File: src/rtl/ahb_slave_mux_if.sv
`default_nettype none
// +------------------------------------------------------------------------+
// | Module   : ahb_slave_mux_if                                            |
// | Purpose  : Bus bundle between decoder/slaves/master and the AHB-Lite   |
// |            response multiplexer.                                       |
// | Revision : 1.0  initial release                                        |
// +------------------------------------------------------------------------+
interface ahb_slave_mux_if #(
  parameter int DATA_WIDTH = 32,
  parameter int NUM_SLAVES = 3,
  parameter int CNT_WIDTH  = 8
);
  logic [NUM_SLAVES-1:0]            HSEL;
  logic [1:0]                       HTRANS;
  logic [NUM_SLAVES*DATA_WIDTH-1:0] HRDATA_S;
  logic [NUM_SLAVES-1:0]            HRESP_S;
  logic [NUM_SLAVES-1:0]            HREADYOUT_S;
  logic [DATA_WIDTH-1:0]            HRDATA;
  logic                             HRESP;
  logic                             HREADY;
  logic [CNT_WIDTH-1:0]             ERR_COUNT;

  // Multiplexer side: consumes decode/slave signals, drives the master response.
  modport slave (
    input  HSEL, HTRANS, HRDATA_S, HRESP_S, HREADYOUT_S,
    output HRDATA, HRESP, HREADY, ERR_COUNT
  );

  // Environment side: decoder, slaves and master.
  modport master (
    output HSEL, HTRANS, HRDATA_S, HRESP_S, HREADYOUT_S,
    input  HRDATA, HRESP, HREADY, ERR_COUNT
  );
endinterface
`default_nettype wire

File: src/rtl/ahb_slave_mux.sv
`default_nettype none
// +------------------------------------------------------------------------+
// | Module   : ahb_slave_mux                                               |
// | Purpose  : AHB-Lite slave-to-master response multiplexer with a        |
// |            built-in default slave that answers empty or ambiguous      |
// |            decodes with a two-cycle ERROR and counts them.             |
// | Revision : 1.0  initial release                                        |
// +------------------------------------------------------------------------+
module ahb_slave_mux #(
  parameter int DATA_WIDTH = 32,
  parameter int NUM_SLAVES = 3,
  parameter int CNT_WIDTH  = 8
) (
  input  logic            HCLK,
  input  logic            HRESETn,
  ahb_slave_mux_if.slave  bus
);

  localparam logic [1:0] c_idle = 2'd0;
  localparam logic [1:0] c_err1 = 2'd1;
  localparam logic [1:0] c_err2 = 2'd2;

  logic [1:0]            state_q, state_d;
  logic [NUM_SLAVES-1:0] sel_q, sel_d;
  logic [CNT_WIDTH-1:0]  cnt_q, cnt_d;

  logic [NUM_SLAVES-1:0] w_hsel_m1;
  logic                  w_hsel_onehot;
  logic [DATA_WIDTH-1:0] w_mux_data;
  logic                  w_mux_resp;
  logic                  w_mux_ready;
  logic [DATA_WIDTH-1:0] w_hrdata;
  logic                  w_hresp;
  logic                  w_hready;

  // A vector is one-hot when it is non-zero and clearing its lowest set bit leaves zero.
  assign w_hsel_m1     = bus.HSEL - NUM_SLAVES'(1);
  assign w_hsel_onehot = (bus.HSEL != '0) && ((bus.HSEL & w_hsel_m1) == '0);

  // AND-OR select of the slave chosen in the previous address phase; sel_q is one-hot or zero.
  always_comb begin
    w_mux_data  = '0;
    w_mux_resp  = 1'b0;
    w_mux_ready = 1'b0;
    for (int i = 0; i < NUM_SLAVES; i++) begin
      if (sel_q[i]) begin
        w_mux_data  = w_mux_data | bus.HRDATA_S[i*DATA_WIDTH +: DATA_WIDTH];
        w_mux_resp  = w_mux_resp | bus.HRESP_S[i];
        w_mux_ready = w_mux_ready | bus.HREADYOUT_S[i];
      end
    end
  end

  // Data-phase response: routed slave, zero-wait OKAY, or the two error cycles.
  always_comb begin
    w_hrdata = '0;
    w_hresp  = 1'b0;
    w_hready = 1'b1;
    case (state_q)
      c_idle: begin
        if (sel_q != '0) begin
          w_hrdata = w_mux_data;
          w_hresp  = w_mux_resp;
          w_hready = w_mux_ready;
        end
      end
      c_err1: begin
        w_hresp  = 1'b1;
        w_hready = 1'b0;
      end
      c_err2: begin
        w_hresp  = 1'b1;
        w_hready = 1'b1;
      end
      default: begin
        w_hrdata = '0;
        w_hresp  = 1'b0;
        w_hready = 1'b1;
      end
    endcase
  end

  assign bus.HRDATA    = w_hrdata;
  assign bus.HRESP     = w_hresp;
  assign bus.HREADY    = w_hready;
  assign bus.ERR_COUNT = cnt_q;

  // Address-phase capture while HREADY is high; ERR1 always advances to ERR2.
  always_comb begin
    state_d = state_q;
    sel_d   = sel_q;
    cnt_d   = cnt_q;
    if (state_q == c_err1) begin
      state_d = c_err2;
    end else if (w_hready) begin
      if (bus.HTRANS[1]) begin
        if (w_hsel_onehot) begin
          sel_d   = bus.HSEL;
          state_d = c_idle;
        end else begin
          sel_d   = '0;
          state_d = c_err1;
          if (cnt_q != '1) begin
            cnt_d = cnt_q + CNT_WIDTH'(1);
          end
        end
      end else begin
        sel_d   = '0;
        state_d = c_idle;
      end
    end
  end

  // State registers with asynchronous reset abandoning any transfer in flight.
  always_ff @(posedge HCLK or negedge HRESETn) begin
    if (!HRESETn) begin
      state_q <= c_idle;
      sel_q   <= '0;
      cnt_q   <= '0;
    end else begin
      state_q <= state_d;
      sel_q   <= sel_d;
      cnt_q   <= cnt_d;
    end
  end

endmodule
`default_nettype wire
File: src/flat_wrapper.sv
// flat-port wrapper written by rule: the top's interface ports become plain ports
module ahb_slave_mux_flat 
#(
  parameter int DATA_WIDTH = 32,
  parameter int NUM_SLAVES = 3,
  parameter int CNT_WIDTH  = 8
)
  (HCLK, HRESETn, bus_HSEL, bus_HTRANS, bus_HRDATA_S, bus_HRESP_S, bus_HREADYOUT_S, bus_HRDATA, bus_HRESP, bus_HREADY, bus_ERR_COUNT);
  ahb_slave_mux_if #(.DATA_WIDTH(DATA_WIDTH), .NUM_SLAVES(NUM_SLAVES), .CNT_WIDTH(CNT_WIDTH)) bus_i ();
  input  logic HCLK;
  input  logic HRESETn;
  input wire logic [$bits(bus_i.HSEL)-1:0] bus_HSEL;
  input wire logic [$bits(bus_i.HTRANS)-1:0] bus_HTRANS;
  input wire logic [$bits(bus_i.HRDATA_S)-1:0] bus_HRDATA_S;
  input wire logic [$bits(bus_i.HRESP_S)-1:0] bus_HRESP_S;
  input wire logic [$bits(bus_i.HREADYOUT_S)-1:0] bus_HREADYOUT_S;
  output wire logic [$bits(bus_i.HRDATA)-1:0] bus_HRDATA;
  output wire logic [$bits(bus_i.HRESP)-1:0] bus_HRESP;
  output wire logic [$bits(bus_i.HREADY)-1:0] bus_HREADY;
  output wire logic [$bits(bus_i.ERR_COUNT)-1:0] bus_ERR_COUNT;
  assign bus_i.HSEL = bus_HSEL;
  assign bus_i.HTRANS = bus_HTRANS;
  assign bus_i.HRDATA_S = bus_HRDATA_S;
  assign bus_i.HRESP_S = bus_HRESP_S;
  assign bus_i.HREADYOUT_S = bus_HREADYOUT_S;
  assign bus_HRDATA = bus_i.HRDATA;
  assign bus_HRESP = bus_i.HRESP;
  assign bus_HREADY = bus_i.HREADY;
  assign bus_ERR_COUNT = bus_i.ERR_COUNT;
  ahb_slave_mux #(.DATA_WIDTH(DATA_WIDTH), .NUM_SLAVES(NUM_SLAVES), .CNT_WIDTH(CNT_WIDTH)) u_core (.HCLK(HCLK), .HRESETn(HRESETn), .bus(bus_i));
endmodule
File: config.mk
export PLATFORM = sky130hd
export DESIGN_NAME = ahb_slave_mux_flat
export DESIGN_NICKNAME = d
export VERILOG_FILES = /design/src/rtl/ahb_slave_mux_if.sv /design/src/rtl/ahb_slave_mux.sv /design/src/flat_wrapper.sv
export SDC_FILE = /design/constraint.sdc
export NUM_CORES = 1
export LEC_CHECK = 0
export CORE_MARGIN = 2
export CORE_UTILIZATION = 28
export DETAILED_ROUTE_END_ITERATION = 6
export PLACE_DENSITY_LB_ADDON = 0.25
export RECOVER_POWER = 100
export SKIP_CTS_REPAIR_TIMING = 1
export SYNTH_ARGS = -nofsm -noshare
export SYNTH_HDL_FRONTEND = slang
export SYNTH_SLANG_ARGS = --single-unit
File: constraint.sdc
create_clock -name HCLK -period 2.7 [get_ports HCLK]
set_clock_uncertainty 0.2 [all_clocks]
set_input_delay 0.27 -clock HCLK [delete_from_list [all_inputs] [get_ports HCLK]]
set_output_delay 0.27 -clock HCLK [all_outputs]
set_load 0.03 [all_outputs]
# Word-level counts from Yosys, hierarchy flattened

Index checks and enable logic that the tools add are counted.

Register bits: 13
Logic and storage cells: 47

Eq/ne operators: 3
Mux-type cells: 21
Bitwise logic cells: 9
Add/subtract/negate cells: 2
Reduce and logical (&&, ||, !) cells: 9

Operators with widths:

| cell                                             | count |
|---|---|
| two-way mux 32 bit                               | 5 |
| OR 32 bit                                        | 2 |
| two-way mux 1 bit                                | 10 |
| adder 8 x 1 -> 8 bit, second input constant      | 1 |
| inequality test 8 bit, second input constant     | 1 |
| two-way mux 3 bit                                | 2 |
| nonzero test 3 bit                               | 2 |
| AND reduction 5 bit                              | 1 |
| two-way mux 2 bit                                | 2 |
| OR 1 bit                                         | 4 |
| case mux 1 bit (2 select lines)                  | 2 |
| AND 3 bit                                        | 1 |
| logical NOT 3 bit                                | 1 |
| subtractor 3 x 1 -> 3 bit, second input constant | 1 |
| == test 2 x 1 -> 1 bit, second input constant    | 1 |
| == test 2 bit, second input constant             | 1 |
| logical NOT 2 bit                                | 1 |
| inverter 1 bit                                   | 2 |
| AND reduction 2 bit                              | 1 |
| nonzero test 2 bit                               | 1 |
| OR reduction 2 bit                               | 1 |
| logical AND 1 bit                                | 1 |

# Depth between registers and ports, before layout

Gate-level depths: netlist (run 1).

Word-level depth: 9
Mapped depth: 6
Depth with buffers taken out: 6

# Worst setup path after synthesis (run 1)

OpenSTA, ideal clock, no wires.

Kind: reg-to-reg
Start: register u_core.cnt_q[0], in the netlist u_core.bus.ERR_COUNT[0]
End: register u_core.cnt_q[1], in the netlist u_core.bus.ERR_COUNT[1]
Arrival time: 1.704 ns
Path buffers: 1
Cell stages (with the launch flop): 6
Slack: 0.669 ns
Required time: 2.372 ns
Path through: dfrtp_1 > ha_1 > and4_1 > buf_2 > nor3_2 > mux2_1

Longest elaborated chain between the ends: 2

Ends and longest elaborated chain:

| what                                                                         | line                 | RTL |
|---|---|---|
| from (decl)                                                                  | ahb_slave_mux.sv:25  | `logic [CNT_WIDTH-1:0] cnt_q, cnt_d;` |
| from (signal assigned)                                                       | ahb_slave_mux.sv:123 | `cnt_q <= cnt_d;` |
| parallel branches: the longest is 2 deep, another holds adder 8 x 1 -> 8 bit | n/a                  |  |

Parallel ways; which one is timed is not known.
A chain may end at the register's enable or synchronous reset.

# Final worst setup path (run 1)

Start: register u_core.sel_q[2]
End: output port bus_HREADY

Longest elaborated chain between the ends: 3

Ends and longest elaborated chain:

| what                                                    | line                                     | RTL |
|---|---|---|
| from (decl)                                             | ahb_slave_mux.sv:24                      | `logic [NUM_SLAVES-1:0] sel_q, sel_d;` |
| from (signal assigned)                                  | ahb_slave_mux.sv:122                     | `sel_q <= sel_d;` |
| nonzero test 3 bit or two-way mux 1 bit (tied branches) | ahb_slave_mux.sv:61, ahb_slave_mux.sv:46 |  |
| two-way mux 1 bit (*)                                   | ahb_slave_mux.sv:61                      | `if (sel_q != '0) begin` |
| case mux 1 bit (2 select lines) (*)                     | ahb_slave_mux.sv:59                      | `case (state_q)` |
| to (decl)                                               | flat_wrapper.sv:19                       | `output wire logic [$bits(bus_i.HREADY)-1:0] bus_HREADY;` |

Every way passes the cells marked *; elsewhere a longest branch is shown, timed or not.

==> results of run 1 <==
stage by stage:
step	util	cell area (um2)	hold WS (ns)	power [mW]	instances
floorplan	-	1320	-0.226	0.773	151
global placement	0.619	2750	0.283	1.13	339
detailed placement	0.619	2750	0.276	1.14	339
CTS	0.629	2800	0.225	1.31	343
global route	0.593	2640	0.306	1.33	343
finish	0.593	2640	0.273	1.25	343
Yosys cell counts, drive strengths merged, types with 2 or more instances:
master | number | share of area
nor4 | 6 | 0.061
nand2 | 3 | 0.0086
ha | 4 | 0.038
buf | 6 | 0.031
o21ai | 3 | 0.011
nand4 | 3 | 0.014
and4 | 2 | 0.013
nor2 | 36 | 0.10
xor2 | 7 | 0.047
or4bb | 3 | 0.026
mux2 | 2 | 0.017
nand3 | 2 | 0.0076
dfrtp | 13 | 0.25
clkbuf | 12 | 0.034
a222oi | 34 | 0.26
inv | 4 | 0.011
metal layers:
metal,vias to the layer above,share of wire,GRT usage
li1,896,-,-
met1,902,0.40,0.266
met2,99,0.50,0.371
met3,8,0.082,0.0431
met4,0,0.014,0.0556
met5,-,0,0
cells by family (layout without fill, tap and decap cells):
group | count (synthesis) | in the layout | share of synthesized area
simple gates | 60 | 60 | 0.260
flops | 13 | 13 | 0.247
xor+xnor | 8 | 8 | 0.0533
compound gates | 42 | 42 | 0.307
buf+inv | 22 | 162 | 0.0771
mux | 2 | 2 | 0.0171
fa+ha+maj | 4 | 4 | 0.0381
path summary, 6_finish.rpt:
kind                                          from  slack [ns]                      end  depth (start not counted)
setup / recovery                   u_core.sel_q[2]        0.20               bus_HREADY                          5
hold / removal                             HRESETn        0.27  u_core.bus.ERR_COUNT[4]                          1
setup reg to reg                   u_core.sel_q[2]        0.27  u_core.bus.ERR_COUNT[1]                          4
hold reg to reg            u_core.bus.ERR_COUNT[7]        0.29  u_core.bus.ERR_COUNT[7]                          1
max in group asynchronous                  HRESETn        1.64        u_core.state_q[0]                          1
min in group HCLK          u_core.bus.ERR_COUNT[7]        0.29  u_core.bus.ERR_COUNT[7]                          1
worst max-delay path: cells and delay by family (launching register included):
| kind | cells | cell delay (ns) |
|---|---|---|
| compound gates | 2 | 0.53 |
| flops | 1 | 0.56 |
| buf+inv | 2 | 0.56 |
| simple gates | 1 | 0.14 |
where the power goes:
part / leakage, nW / internal [mW] / switching [mW] / total, mW
clock: 0.0228 / 0.104 / 0.0641 / 0.168
combinational: 0.792 / 0.345 / 0.385 / 0.730
sequential: 0.164 / 0.254 / 0.0981 / 0.353
total: 0.978 / 0.703 / 0.547 / 1.25
state kept, by name, indices dropped and copies added, names as in the netlist:
register / flops
u_core.bus.ERR_COUNT: 8
u_core.sel_q: 3
u_core.state_q: 2
cell type report:
cell class,count,area [um2]
Tap cell,52,65.1
Fill cell,436,1810
Clock buffer,4,45.0
Timing Repair Buffer,154,1340
Inverter,4,15.0
Sequential cell,13,325
Multi-Input combinational cell,116,850
==> results.toml, run 1 <==
[routing]
vias = 1905
wl_per_cell_um = 18.3
drc = 0
ant_nets = 0
wirelength_um = 6290
viasPerCell = 5.55
drt-pass1-iter-count = 6
drt_iter0_drc = 239

[sta]
setup_viol = 0
min_period_ns = 2.50
worst_slew_pin_slew_ns = 0.588
worst_slack_ns = 0.203
hold_viol = 0
slew_headroom = 0.607
drv_slew = 0
tns_ns = 0
fmax_mhz = 401
rsz0062_at_grt = "no"
final.period_utilization = 0.925

[setup_path]
crit_path_end_kind = "primary output"
slowest_delay_ns = 0.56
path_class = "flip-flop to primary output"
path_cells = "o31ai_4 > buf_4 > nor2b_1 > a21oi_1 > buf_4"
cp_slowest_cell = "dfrtp_1"
critPathLaunchType = "flip-flop"
crit_required_ns = 2.23
worst-path-max-fanout = 31
worstPathArrival_ns = 2.03
crit_top_cell = "buf_4"

[clock_tree]
cts_tree = "yes"
clock-sinks = 13
clock_path_buffers = 2
insertion_delay_ns = 0.24
htreeDepth = 1
cts_buffers = 3
cts_root_buf = "clkbuf_8"
clk_pin_slew_worst_paths_ns = 0.05

[pwr]
p_leak_nw = 0.978
powerDensity_nw_per_um2 = 474
irDropWorstVdd_mv = 0.537

[flow_run]
maxCapViolations = 0

[layout]
final_cell_mix = "106 x clkdlybuf4s50_1, 36 x nor2_1, 34 x a222oi_1"
antenna_cells = 0
drive_gt1_frac = 0.0447
finalNetCount = 405
syn2layout_area_growth_pct = 101
layout_commonest_cell = "clkdlybuf4s50_1"

[synth]
syn_area_per_cell_um2 = 8.71
mappedNetlistNets = 264
ys_warn_count = 0
yosys_register_bits = 13
syn-cell-area_um2 = 1320
yosysSeqAreaShare = 0.247
synth_edf_count = 0
synth_flop_cell = "dfrtp_1"
synth_cell_types = 31
syn_inst = 151
async_flop_share = 1.00

[die]
rows = 24
die_h_um = 72.5
die_area_um2 = 5260
ios = 151
core_um2 = 4440
dieWidth_um = 72.5
start_util = 0.296

[global_routing]
grt_pass1_wl_um = 9000
grt_usage = 0.213
grt-ovfl-total = 0
grt_pass1_vias = 1759
antenna_found_initial = 0
grt_start_max_net_pins = 32

[placement]
gp_congestion = 0.787
portBuffers = 149
dp_hpwl_um = 4840
dpl_worst_slack_ns = 0.383

[outcome]
status = "complete, no violations"

[hold_path]
hp-class = "input pin to asynchronous set/reset pin"
No activity file was read; power rests on OpenSTA's default activity.
==> run 2: changes to the inputs <==
Settings changed: TNS_END_PERCENT from default to 100.
==> results of run 2 <==
No change in the layout: final DEF, timing and power equal those of run 1.
